===== src/rtl/debounce_multi.sv =====
// Multi-channel push-button debouncer: shared sample-tick divider, per-channel
// 2-flop synchroniser, stability counter, and auto-repeat FSM with 1-cycle strobes.
module debounce_multi #(
  parameter int NUM_CH       = 4,
  parameter int ACTIVE_LOW   = 1,
  parameter int TICK_DIV     = 50000,
  parameter int STABLE_TICKS = 4,
  parameter int REPEAT_EN    = 1,
  parameter int HOLD_TICKS   = 100,
  parameter int REPEAT_TICKS = 25
) (
  input  logic              src_clk,
  input  logic              rst_n,
  input  logic [NUM_CH-1:0] pb_i,
  output logic [NUM_CH-1:0] level_o,
  output logic [NUM_CH-1:0] press_o,
  output logic [NUM_CH-1:0] rel_o,
  output logic [NUM_CH-1:0] rpt_o
);

  localparam int DIV_W   = $clog2(TICK_DIV);
  localparam int STB_W   = $clog2(STABLE_TICKS + 1);
  localparam int RPT_MAX = (HOLD_TICKS > REPEAT_TICKS) ? HOLD_TICKS : REPEAT_TICKS;
  localparam int RPT_W   = $clog2(RPT_MAX + 1);

  localparam logic             PIN_IDLE  = (ACTIVE_LOW != 0);
  localparam logic [DIV_W-1:0] DIV_LAST  = DIV_W'(TICK_DIV - 1);
  localparam logic [STB_W-1:0] STB_LAST  = STB_W'(STABLE_TICKS - 1);
  localparam logic [RPT_W-1:0] HOLD_LAST = RPT_W'(HOLD_TICKS - 1);
  localparam logic [RPT_W-1:0] REP_LAST  = RPT_W'(REPEAT_TICKS - 1);

  typedef enum logic [1:0] {
    ST_IDLE,
    ST_HOLD,
    ST_REPEAT
  } rpt_state_e;

  logic [DIV_W-1:0] div_q, div_d;
  logic             tick;

  always_comb begin
    tick  = (div_q == DIV_LAST);
    div_d = tick ? '0 : div_q + DIV_W'(1);
  end

  // NOTE: all state uses non-blocking assignments so every flop samples pre-edge values.
  always_ff @(posedge src_clk or negedge rst_n) begin
    if (!rst_n) div_q <= '0;
    else        div_q <= div_d;
  end

  for (genvar c = 0; c < NUM_CH; c++) begin : g_ch
    logic             sync1_q, sync2_q, s;
    logic [STB_W-1:0] cnt_q, cnt_d;
    logic             level_q, level_d;
    logic             press_q, press_d;
    logic             rel_q, rel_d;
    logic             rpt_q, rpt_d;
    rpt_state_e       st_q, st_d;
    logic [RPT_W-1:0] hcnt_q, hcnt_d;

    // Normalised sample: 1 means pressed regardless of pin polarity.
    assign s = sync2_q ^ PIN_IDLE;

    always_comb begin
      cnt_d   = cnt_q;
      level_d = level_q;
      press_d = 1'b0;
      rel_d   = 1'b0;
      if (tick) begin
        if (s == level_q) begin
          cnt_d = '0;
        end else if (cnt_q == STB_LAST) begin
          level_d = s;
          cnt_d   = '0;
          press_d = s;
          rel_d   = ~s;
        end else begin
          cnt_d = cnt_q + STB_W'(1);
        end
      end
    end

    // Releasing (level_d low) wins over any pending repeat on the same tick.
    always_comb begin
      st_d   = st_q;
      hcnt_d = hcnt_q;
      rpt_d  = 1'b0;
      if ((REPEAT_EN == 0) || !level_d) begin
        st_d   = ST_IDLE;
        hcnt_d = '0;
      end else if (tick) begin
        case (st_q)
          ST_IDLE: begin
            if (press_d) begin
              st_d   = ST_HOLD;
              hcnt_d = '0;
            end
          end
          ST_HOLD: begin
            if (hcnt_q == HOLD_LAST) begin
              rpt_d  = 1'b1;
              hcnt_d = '0;
              st_d   = ST_REPEAT;
            end else begin
              hcnt_d = hcnt_q + RPT_W'(1);
            end
          end
          ST_REPEAT: begin
            if (hcnt_q == REP_LAST) begin
              rpt_d  = 1'b1;
              hcnt_d = '0;
            end else begin
              hcnt_d = hcnt_q + RPT_W'(1);
            end
          end
          default: begin
            st_d   = ST_IDLE;
            hcnt_d = '0;
          end
        endcase
      end
    end

    // Synchroniser resets to the idle pin level so leaving reset never looks like a press.
    always_ff @(posedge src_clk or negedge rst_n) begin
      if (!rst_n) begin
        sync1_q <= PIN_IDLE;
        sync2_q <= PIN_IDLE;
        cnt_q   <= '0;
        level_q <= 1'b0;
        press_q <= 1'b0;
        rel_q   <= 1'b0;
        rpt_q   <= 1'b0;
        st_q    <= ST_IDLE;
        hcnt_q  <= '0;
      end else begin
        sync1_q <= pb_i[c];
        sync2_q <= sync1_q;
        cnt_q   <= cnt_d;
        level_q <= level_d;
        press_q <= press_d;
        rel_q   <= rel_d;
        rpt_q   <= rpt_d;
        st_q    <= st_d;
        hcnt_q  <= hcnt_d;
      end
    end

    assign level_o[c] = level_q;
    assign press_o[c] = press_q;
    assign rel_o[c]   = rel_q;
    assign rpt_o[c]   = rpt_q;
  end

endmodule


===== config.mk =====
export PLATFORM = sky130hd
export DESIGN_NAME = debounce_multi
export DESIGN_NICKNAME = d
export VERILOG_FILES = /design/src/rtl/debounce_multi.sv
export SDC_FILE = /design/constraint.sdc
export NUM_CORES = 1
export LEC_CHECK = 0
export BUFFER_PORTS_ARGS = -buffer_cell sky130_fd_sc_hd__clkbuf_2
export CAP_MARGIN = 20
export CORE_ASPECT_RATIO = 1.2
export CORE_MARGIN = 2
export CORE_UTILIZATION = 58
export DETAILED_ROUTE_END_ITERATION = 10
export PLACE_DENSITY = 0.82
export SYNTH_ARGS = -nofsm -noshare
export SYNTH_HDL_FRONTEND = slang
export SYNTH_SLANG_ARGS = --single-unit

===== constraint.sdc =====
create_clock -name src_clk -period 2.7 [get_ports src_clk]
set_input_delay 0.135 -clock src_clk [delete_from_list [all_inputs] [get_ports src_clk]]
set_output_delay 0.135 -clock src_clk [all_outputs]
set_load 0.01 [all_outputs]

Word-level counts from Yosys, hierarchy flattened
Index checks and enable logic that the tools add are counted.
Widths: inputs -> output; s select.
{"block": "word_totals", "register_bits": 88}
{"block": "op_classes", "mux": 109, "addsub": 9, "reduce_logical": 12, "n_bitwise": 4, "eq_ne": 41}
{"op": "$mux 7", "count": 20}
{"op": "$pmux 7 s3", "count": 4}
{"op": "$mux 1", "count": 52}
{"op": "$mux 2", "count": 16}
{"op": "$add 7x1->7 const B", "count": 4}
{"op": "$eq 7x5->1 const B", "count": 4}
{"op": "$eq 7x7->1 const B", "count": 4}
{"op": "$mux 3", "count": 8}
{"op": "$ne 3x3->1 const B", "count": 8}
{"op": "$pmux 2 s3", "count": 4}
{"op": "$add 16x1->16 const B", "count": 1}
{"op": "$eq 16x16->1 const B", "count": 1}
{"op": "$mux 16", "count": 1}
{"op": "$ne 2x2->1 const B", "count": 8}
{"op": "$reduce_and 4->1", "count": 4}
{"op": "$add 3x1->3 const B", "count": 4}
{"op": "$eq 3x2->1 const B", "count": 4}
{"op": "$eq 2x1->1 const B", "count": 4}
{"op": "$eq 2x2->1 const B", "count": 4}
{"op": "$logic_not 2->1", "count": 4}
{"op": "$pmux 1 s2", "count": 4}
{"op": "$reduce_and 2->1", "count": 4}
{"op": "$eq 1x1->1", "count": 4}
{"op": "$not 1->1", "count": 4}

Depth between registers and ports, before layout
Gate-level depths: netlist (run 1).
{"block": "depth", "depth_word": 8, "depth_mapped": 9, "depth_no_buf": 7}

Least setup slack after synthesis (run 1)
No wires, ideal clock.
{"block": "synth_path", "path_kind": "flip-flop to flip-flop", "start": "reg div_q[0]", "end": "reg g_ch[0].hcnt_q[6]", "period_less_slack_ns": 2.066, "setup_ns": 0.110, "path_stages_with_launch": 9, "path_buffers": 2, "required_ns": 2.590, "t_arrival_ns": 1.955, "setup_slack_ns": 0.634, "cell_sequence": "dfrtp_1 ha_1 and3_4 buf_6 and4_4 buf_6 a221oi_4 nand2_4 o41ai_1"}
{"block": "synth_via", "elab_chain_len": 4}
{"item": "from (decl)", "line_no": "38", "rtl": "logic [DIV_W-1:0] div_q, div_d;"}
{"item": "from (signal assigned)", "line_no": "49", "rtl": "else div_q <= div_d;"}
{"item": "$eq 16x16->1 *", "line_no": "42", "rtl": "tick = (div_q == DIV_LAST);"}
{"item": "$mux 1", "line_no": "70", "rtl": "if (tick) begin"}
{"item": "$ne 3x3->1 (no line) or $ne 2x2->1 (tied branches)"}
{"item": "$reduce_and 2->1 (no line)"}
{"item": "to (signal assigned)", "line_no": "146", "rtl": "hcnt_q <= hcnt_d;"}
{"item": "to (decl)", "line_no": "60", "rtl": "logic [RPT_W-1:0] hcnt_q, hcnt_d;"}
Every way passes the cells marked *; elsewhere a longest branch is shown, timed or not.
A chain may end at the register's enable or synchronous reset.

Final worst setup path (run 1)
{"block": "layout_path", "start": "reg div_q[7]", "end": "reg g_ch[0].st_q[1]"}
{"block": "layout_via", "elab_chain_len": 4}
{"item": "$eq 16x16->1 *", "line_no": "42"}
{"item": "$mux 1", "line_no": "70"}
{"item": "$ne 3x3->1 (no line) or $ne 2x2->1 (tied branches)"}
{"item": "$reduce_and 4->1 (no line)"}
{"item": "to (signal assigned)", "line_no": "145", "rtl": "st_q <= st_d;"}
{"item": "to (decl)", "line_no": "59", "rtl": "rpt_state_e st_q, st_d;"}
Marks and branches as above.

==> results of run 1 <==
==> registers in the layout, summed over array words and instances, names as in the netlist <==
register      cells
g_ch.hcnt_q      28
div_q            16
g_ch.cnt_q       12
g_ch.st_q         8
g_ch.level_q      4
g_ch.press_q      4
g_ch.rel_q        4
g_ch.rpt_q        4
g_ch.sync1_q      4
g_ch.sync2_q      4
==> power groups by stage <==
stage	registers, mW	clock network [mW]	logic, mW
final	1.33	0.913	0.0432
after global placement	1.36	0	0.0346
after global routing	1.34	1.01	0.0516
after detailed placement	1.36	0	0.0354
after CTS	1.33	0.945	0.0399
after floorplan	1.36	0	0.00502
==> stage by stage <==
stage / worst slack [ns] / utilization [%] / cells / total power [mW] / area [µm²]
6_report: 0.425 / 63.8 / 594 / 2.29 / 5170
5_1_grt: 0.276 / 63.8 / 594 / 2.39 / 5170
4_1_cts: 0.434 / 63.4 / 592 / 2.32 / 5140
3_5_place_dp: 0.455 / 60.4 / 572 / 1.39 / 4900
3_3_place_gp: 0.531 / 60.4 / 572 / 1.39 / 4900
2_1_floorplan: 0.634 / - / 482 / 1.36 / 4840
==> cells in the mapped netlist, drive strengths merged (8+ instances only) <==
cell type,n
a22o,8
a31oi,9
buf,20
dfrtp,80
dfstp,8
ha,29
inv,39
nand2,45
nand2b,19
nand3,20
nand4,9
nor2,23
nor2b,9
nor3,9
nor4,10
o21a,12
o21ai,16
o22ai,15
o41ai,8
xnor2,8
xor2,10
==> routing by layer <==
layer / share of wire [%] / routed length, µm / GRT usage [%]
met1: 47 / 3990 / 27.9
met5: 0 / 0 / 0
met2: 47 / 3990 / 32.1
met3: 3.4 / 288 / 5.16
met4: 2.0 / 166 / 7.25
==> area by class of cell <==
type / count / area (µm²) / share of cell area, %
Clock inverter: 3 / 40.0 / 0.774
Inverter: 39 / 146 / 2.83
Clock buffer: 13 / 159 / 3.07
Tap cell: 95 / 119 / 2.30
Sequential cell: 88 / 2210 / 42.7
Timing Repair Buffer: 28 / 193 / 3.72
Multi-Input combinational cell: 328 / 2310 / 44.6
==> placed cells by master, fill, tap and decap left out, types with 3 or more instances in the layout <==
| cell | instances |
|---|---|
| nor3b_2 | 3 |
| mux2_4 | 3 |
| a31oi_1 | 9 |
| nand4_1 | 8 |
| o41ai_1 | 8 |
| nor4_1 | 10 |
| nor2_1 | 23 |
| dfrtp_1 | 80 |
| a22o_1 | 8 |
| a21oi_1 | 6 |
| a21boi_0 | 4 |
| dlygate4sd3_1 | 5 |
| and2_1 | 4 |
| nand3_1 | 20 |
| mux2i_1 | 4 |
| nand2_1 | 44 |
| xnor2_1 | 8 |
| clkbuf_8 | 11 |
| nor3_1 | 9 |
| a21o_1 | 7 |
| nor2b_1 | 9 |
| and4_1 | 4 |
| a32oi_1 | 3 |
| a21boi_1 | 3 |
| dfstp_2 | 8 |
| nand2b_1 | 19 |
| xor2_1 | 10 |
| o21ai_1 | 10 |
| a22oi_1 | 5 |
| a41oi_1 | 3 |
| inv_1 | 39 |
| o21ai_0 | 6 |
| ha_1 | 29 |
| o22ai_1 | 15 |
| nor4b_1 | 3 |
| clkbuf_2 | 20 |
| o21a_1 | 12 |
==> kinds of logic (layout without fill, tap and decap cells) <==
kind of cell | count (synthesis) | after routing | share of synthesized area [%]
and+or+nand+nor | 168 | 168 | 19.3
AOI/OAI and AO/OA | 105 | 105 | 15.6
DFF | 88 | 88 | 45.7
buffers and inverters | 66 | 83 | 6.72
adders and majority gates | 29 | 29 | 7.49
xor gates and xnor gates | 18 | 18 | 3.25
muxes | 8 | 8 | 1.99
==> what timing repair did <==
action	4_1_cts	5_1_grt
buffers inserted	0	0
hold endpoints to repair	4	19
endpoints found under the setup margin	0	0
hold buffers	4	1
==> critical path, cell delays in order, from the launching register on <==
cell and delay [ns]:
dfrtp_1 0.48, nor4b_4 0.38, nand4_2 0.28, buf_4 0.29, o21ai_1 0.33, o21ai_0 0.20, a22o_1 0.21
==> worst min path at each step <==
stage	start	end	cells after the start
floorplan	rst_n	div_q[0]	0
global placement	pb_i[3]	g_ch[3].sync1_q	1
detailed placement	pb_i[0]	g_ch[0].sync1_q	1
CTS	rst_n	g_ch[2].hcnt_q[4]	1
global route	rst_n	g_ch[0].rpt_q	2
finish	rst_n	g_ch[2].hcnt_q[3]	2
==> summary.txt, run 1 <==
Setup TNS = 0 ns
Slew Limit Fails = 0
Nets@finish = 529
Crit. Startpoint = div_q[7]
Remaining DRCs = 0
First-pass GRT wire length = 15.0 mm
Setup violations, final = 0
Hold Slack = 0.194 ns
Hold/Removal Path Class = primary input to asynchronous set/reset pin
PortBufs = 21
Post-synthesis sequential area ratio = 45.7%
Share of layout cells above drive strength 1 = 12.2%
R2r endpoint = g_ch[0].st_q[1]
Static leakage = 2.31 nW
RSZ-0062 raised after global routing = no
Largest net degree at the start of global routing = 89
Critical path data arrival time = 2.53 ns
Reg2Reg Launch Point = div_q[7]
Worst Path Required = 2.95 ns
Root buf cell = clkbuf_8
GP Congestion = 0.887
Status = completed
Core area = 0.00811 mm²
Power Density = 442 mW/mm²
# fillers = 684
Vias in the first global route = 3,351
CTS buffer count = 9
GRT overflow = 0
Post-DP HPWL = 5.97 mm
Skew-Pair Late Insertion Delay = 0.36 ns
Slew @ Worst Pin = 0.566 ns
H-tree depth = 3
Switching power = 472 µW
Synth warn = 0
Fmax achieved = 440 MHz
Via Count = 3,498
Sw Ratio = 20.6%
Die area = 0.00910 mm²
Num Clock Sinks = 88
Detail-routed via count per cell = 5.89
Setup crit end = g_ch[0].st_q[1]
CP endpoint kind = register
Clock Pin Slew Worst Setup and Hold Paths = 0.08 ns
Tot GR Track Use = 20.6%
Synth area leader = dfrtp_1
Sequential power share = 58.2%
Post-synth net total = 517
Resized Gates After CTS = 0
CP startpoint kind = register
Die Ht = 104 µm
Worst-path fanout max = 21
Row count = 36
Crit share post-route = 84.3%
CTS tree = done
Post-Synthesis Cell Area = 0.00484 mm²
Top cells by area, synth = dfrtp_1 41%, ha_1 7.5%, dfstp_2 4.3%
FF+latch count, synth = 88
Post-synth top area share = 41.3%
Worst reg-to-reg setup slack = 0.43 ns
Predominant post-synthesis flop cell = dfrtp_1
Hold Violations, Final = 0
Die Wd = 87.4 µm
Crit Path Class = register to register
IO Pins = 22
Final Skew = 0.00902 ns
Peak supply drop = 0.000310 V
Antenna violations before repair = 0
Antenna cells = 0
Post-route minimum period = 2.27 ns
Slew Limit Headroom = 61.7%
Syn_area_per_cell = 10.0 µm²
Post-synth EDFFs = 0
Cells after Synth = 482
Reg2Reg Depth = 6
Final ANT Viol Nets = 0
Clock power frac = 39.9%
CTS Buffer Depth = 2
WL final = 8.44 mm
WL per Instance = 14.2 µm
Max Cap Viol = 0
Synthesis-to-layout area growth = 6.85%
Gate power share = 1.9%
Synth unique cells = 54
Starting density of the core = 59.7%
First-pass DRT Iterations = 4
P_int = 1.82 mW
Initial DRC Count = 225
Post-synth ARST share = 100%
No activity file was read; power rests on OpenSTA's default activity.
==> run 2: changes to the inputs <==
--- a/config.mk
+++ b/config.mk
@@ -9,7 +9,7 @@
 export CAP_MARGIN = 20
 export CORE_ASPECT_RATIO = 1.2
 export CORE_MARGIN = 2
-export CORE_UTILIZATION = 58
+export CORE_UTILIZATION = 56
 export DETAILED_ROUTE_END_ITERATION = 10
 export PLACE_DENSITY = 0.82
 export SYNTH_ARGS = -nofsm -noshare
==> constraint.sdc (replaced) <==
create_clock -name src_clk -period 2.05 [get_ports src_clk]
set_input_delay 0.1025 -clock src_clk [delete_from_list [all_inputs] [get_ports src_clk]]
set_output_delay 0.1025 -clock src_clk [all_outputs]
set_load 0.01 [all_outputs]
==> summary.txt, run 2 (synthesis gave the netlist of run 1 again) <==
Status = completed
Multi-input gate area = 0.00244 mm² (+6.0%)
Hold/Removal Path Class = primary input to asynchronous set/reset pin
Worst reg-to-reg setup slack = 0.01 ns (-0.41 ns)
Via Count = 3,755 (+7.3%)
Crit-path slowest cell = dfrtp_1
Largest net degree at the start of global routing = 48 (-46%)
Fmax achieved = 490 MHz (+12%)
Slew Limit Fails = 0 (unchanged)
GRT overflow = 0 (unchanged)
Commonest non-fill, non-tap cells in the layout = 79 x dfrtp_1, 44 x nand2_1, 39 x inv_1
Hold Slack = 0.111 ns (-0.0835 ns)
Static leakage = 2.50 nW (+8.3%)
CP endpoint kind = register
Tot GR Track Use = 22.3% (+1.7 points)
First-pass GRT wire length = 16.5 mm (+9.6%)
Slew @ Worst Pin = 0.481 ns (-0.0854 ns)
CTS buffer count = 9 (unchanged)
Crit Path Class = register to register
Antenna cells = 0 (unchanged)
GP Congestion = 0.918 (+3.5%)
Commonest non-fill, non-tap cell in the layout = dfrtp_1
PortBufs = 21 (unchanged)
Row count = 37 (+2.8%)
# fillers = 644 (-5.8%)
Power Density = 536 mW/mm² (+21%)
Wl on met1 = 4.33 mm (+8.6%)
First-pass DRT Iterations = 5 (+1)
Hold Violations, Final = 0 (unchanged)
Die Wd = 88.9 µm (+1.7%)
Largest register FFs = 28 (unchanged)
Final ANT Viol Nets = 0 (unchanged)
R2r endpoint = g_ch[3].st_q[0]
Final WS setup = 0.0111 ns (-0.414 ns)
Reg2Reg Depth = 5 (-1)
Initial DRC Count = 160 (-29%)
Met2 WL = 5.29 mm (+32%)
Starting density of the core = 57.2% (-2.6 points)
H-tree depth = 3 (unchanged)
IO Pins = 22 (unchanged)
Synthesis-to-layout area growth = 15.9%
Root buf cell = clkbuf_8
WL final = 10.1 mm (+20%)
Crit path largest cell delay = 0.43 ns (-0.05 ns)
Share of layout cells above drive strength 1 = 20.9% (+8.7 points)
Reg area = 0.00221 mm² (about the same)
Crit share post-route = 99.5% (+15 points)
Met3 WL post-DR = 330 µm (+15%)
Clock Pin Slew Worst Setup and Hold Paths = 0.08 ns (about the same)
Skew-Pair Late Insertion Delay = 0.36 ns (about the same)
Worst Path Required = 2.30 ns (-0.65 ns)
Tot Pwr = 3.01 mW (+32%)
Antenna violations before repair = 0 (unchanged)
Critical path data arrival time = 2.29 ns (-0.24 ns)
Top reg by flops = g_ch.hcnt_q
Setup violations, final = 0 (unchanged)
Detail-routed via count per cell = 5.79 (-1.6%)
Final Skew = 0.0121 ns (+0.00304 ns)
Num Clock Sinks = 88 (unchanged)
Slew Limit Headroom = 67.5% (+5.7 points)
Setup WS pre-CTS = -0.0143 ns (-0.469 ns)
Die Ht = 106 µm (+1.7%)
Reg2Reg Launch Point = div_q[5]
Die area = 0.00941 mm² (+3.4%)
Core area = 0.00847 mm² (+4.5%)
Critical-path cell list = nor4b_4 > and4_4 > mux2_4 > nor3b_4 > a22o_1
WL per Instance = 15.7 µm (+10%)
Vias in the first global route = 3,683 (+9.9%)
CP startpoint kind = register
Max Cap Viol = 0 (unchanged)
CTS tree = done
Worst-path fanout max = 9 (-57%)
Post-route minimum period = 2.04 ns (-0.236 ns)
Nets@finish = 561 (+6.0%)
Regs by FF count = g_ch.hcnt_q: 28 flops, div_q: 16 flops, g_ch.cnt_q: 12 flops
Post-DP HPWL = 6.77 mm (+13%)
Peak supply drop = 0.000365 V (+18%)
Remaining DRCs = 0 (unchanged)
RSZ-0062 raised after global routing = yes
CTS Buffer Depth = 2 (unchanged)
Max layer used = met4
-- run 2: changes by cell type in the layout (fill, tap and decap cells not counted), sizes merged --
cell      change
and4          +1
buf          +29
clkbuf        +2
clkinv        -1
clkinvlp      +1
-- run 2: layout make-up --
type | count | share of cell area [%]
clock buffers | 13 | 2.65
clock inverters | 3 | 0.758
inverters | 39 | 2.61
multi-input cells | 329 | 43.5
flip-flops and latches | 88 | 39.4
well taps | 117 | 2.61
repair buffers | 59 | 8.42
-- run 2: per-stage QoR --
| step | TNS (ns) | cell area [µm²] | cells | utilization, % |
|---|---|---|---|---|
| floorplan | 0 | 4850 | 482 | - |
| global placement | 0 | 5110 | 616 | 60.3 |
| detailed placement | -0.0218 | 5110 | 616 | 60.3 |
| CTS | 0 | 5360 | 637 | 63.3 |
| global route | -0.666 | 5610 | 648 | 66.3 |
| finish | 0 | 5610 | 648 | 66.3 |
-- run 2: metal layers --
| metal | global-route usage, % | up-vias |
|---|---|---|
| li1 | - | 1794 |
| met1 | 27.1 | 1851 |
| met2 | 37.8 | 86 |
| met3 | 4.86 | 24 |
| met4 | 8.98 | 0 |
| met5 | 0 | - |
-- run 2: how the worst max path moves through the flow --
stage | startpoint | endpoint | slack (ns) | depth (start not counted)
after CTS | div_q[5] | g_ch[2].st_q[1] | 0.004 | 7
final | div_q[5] | g_ch[3].st_q[0] | 0.01 | 5
after global placement | div_q[0] | g_ch[0].hcnt_q[4] | 0.09 | 7
after global routing | div_q[5] | g_ch[0].hcnt_q[5] | -0.05 | 8
after detailed placement | div_q[7] | g_ch[0].st_q[1] | -0.01 | 7
after floorplan | div_q[0] | g_ch[0].hcnt_q[6] | 0.02 | 8
-- run 2: report_power, final --
group / switching (mW) / total (mW) / leakage, nW / internal [mW]
Combinational: 0.0407 / 0.0590 / 1.22 / 0.0183
Clock: 0.599 / 1.20 / 0.0936 / 0.597
Sequential: 0.00771 / 1.76 / 1.19 / 1.75
Total: 0.647 / 3.01 / 2.50 / 2.36
-- run 2: critical path: cells and delay by family (launching register included) --
family | cells | cell delay, ns
DFF | 1 | 0.43
and+or+nand+nor | 3 | 0.90
muxes | 1 | 0.37
AOI/OAI and AO/OA | 1 | 0.24
-- run 2: repair_timing --
item                                    CTS  global route
pin swaps                                 0             6
endpoints found under the hold margin    84             0
setup buffers                             0             8
endpoints found under the setup margin   12            33
hold buffers                              5             0
cloned                                    0             3
gates resized for setup                   6            26
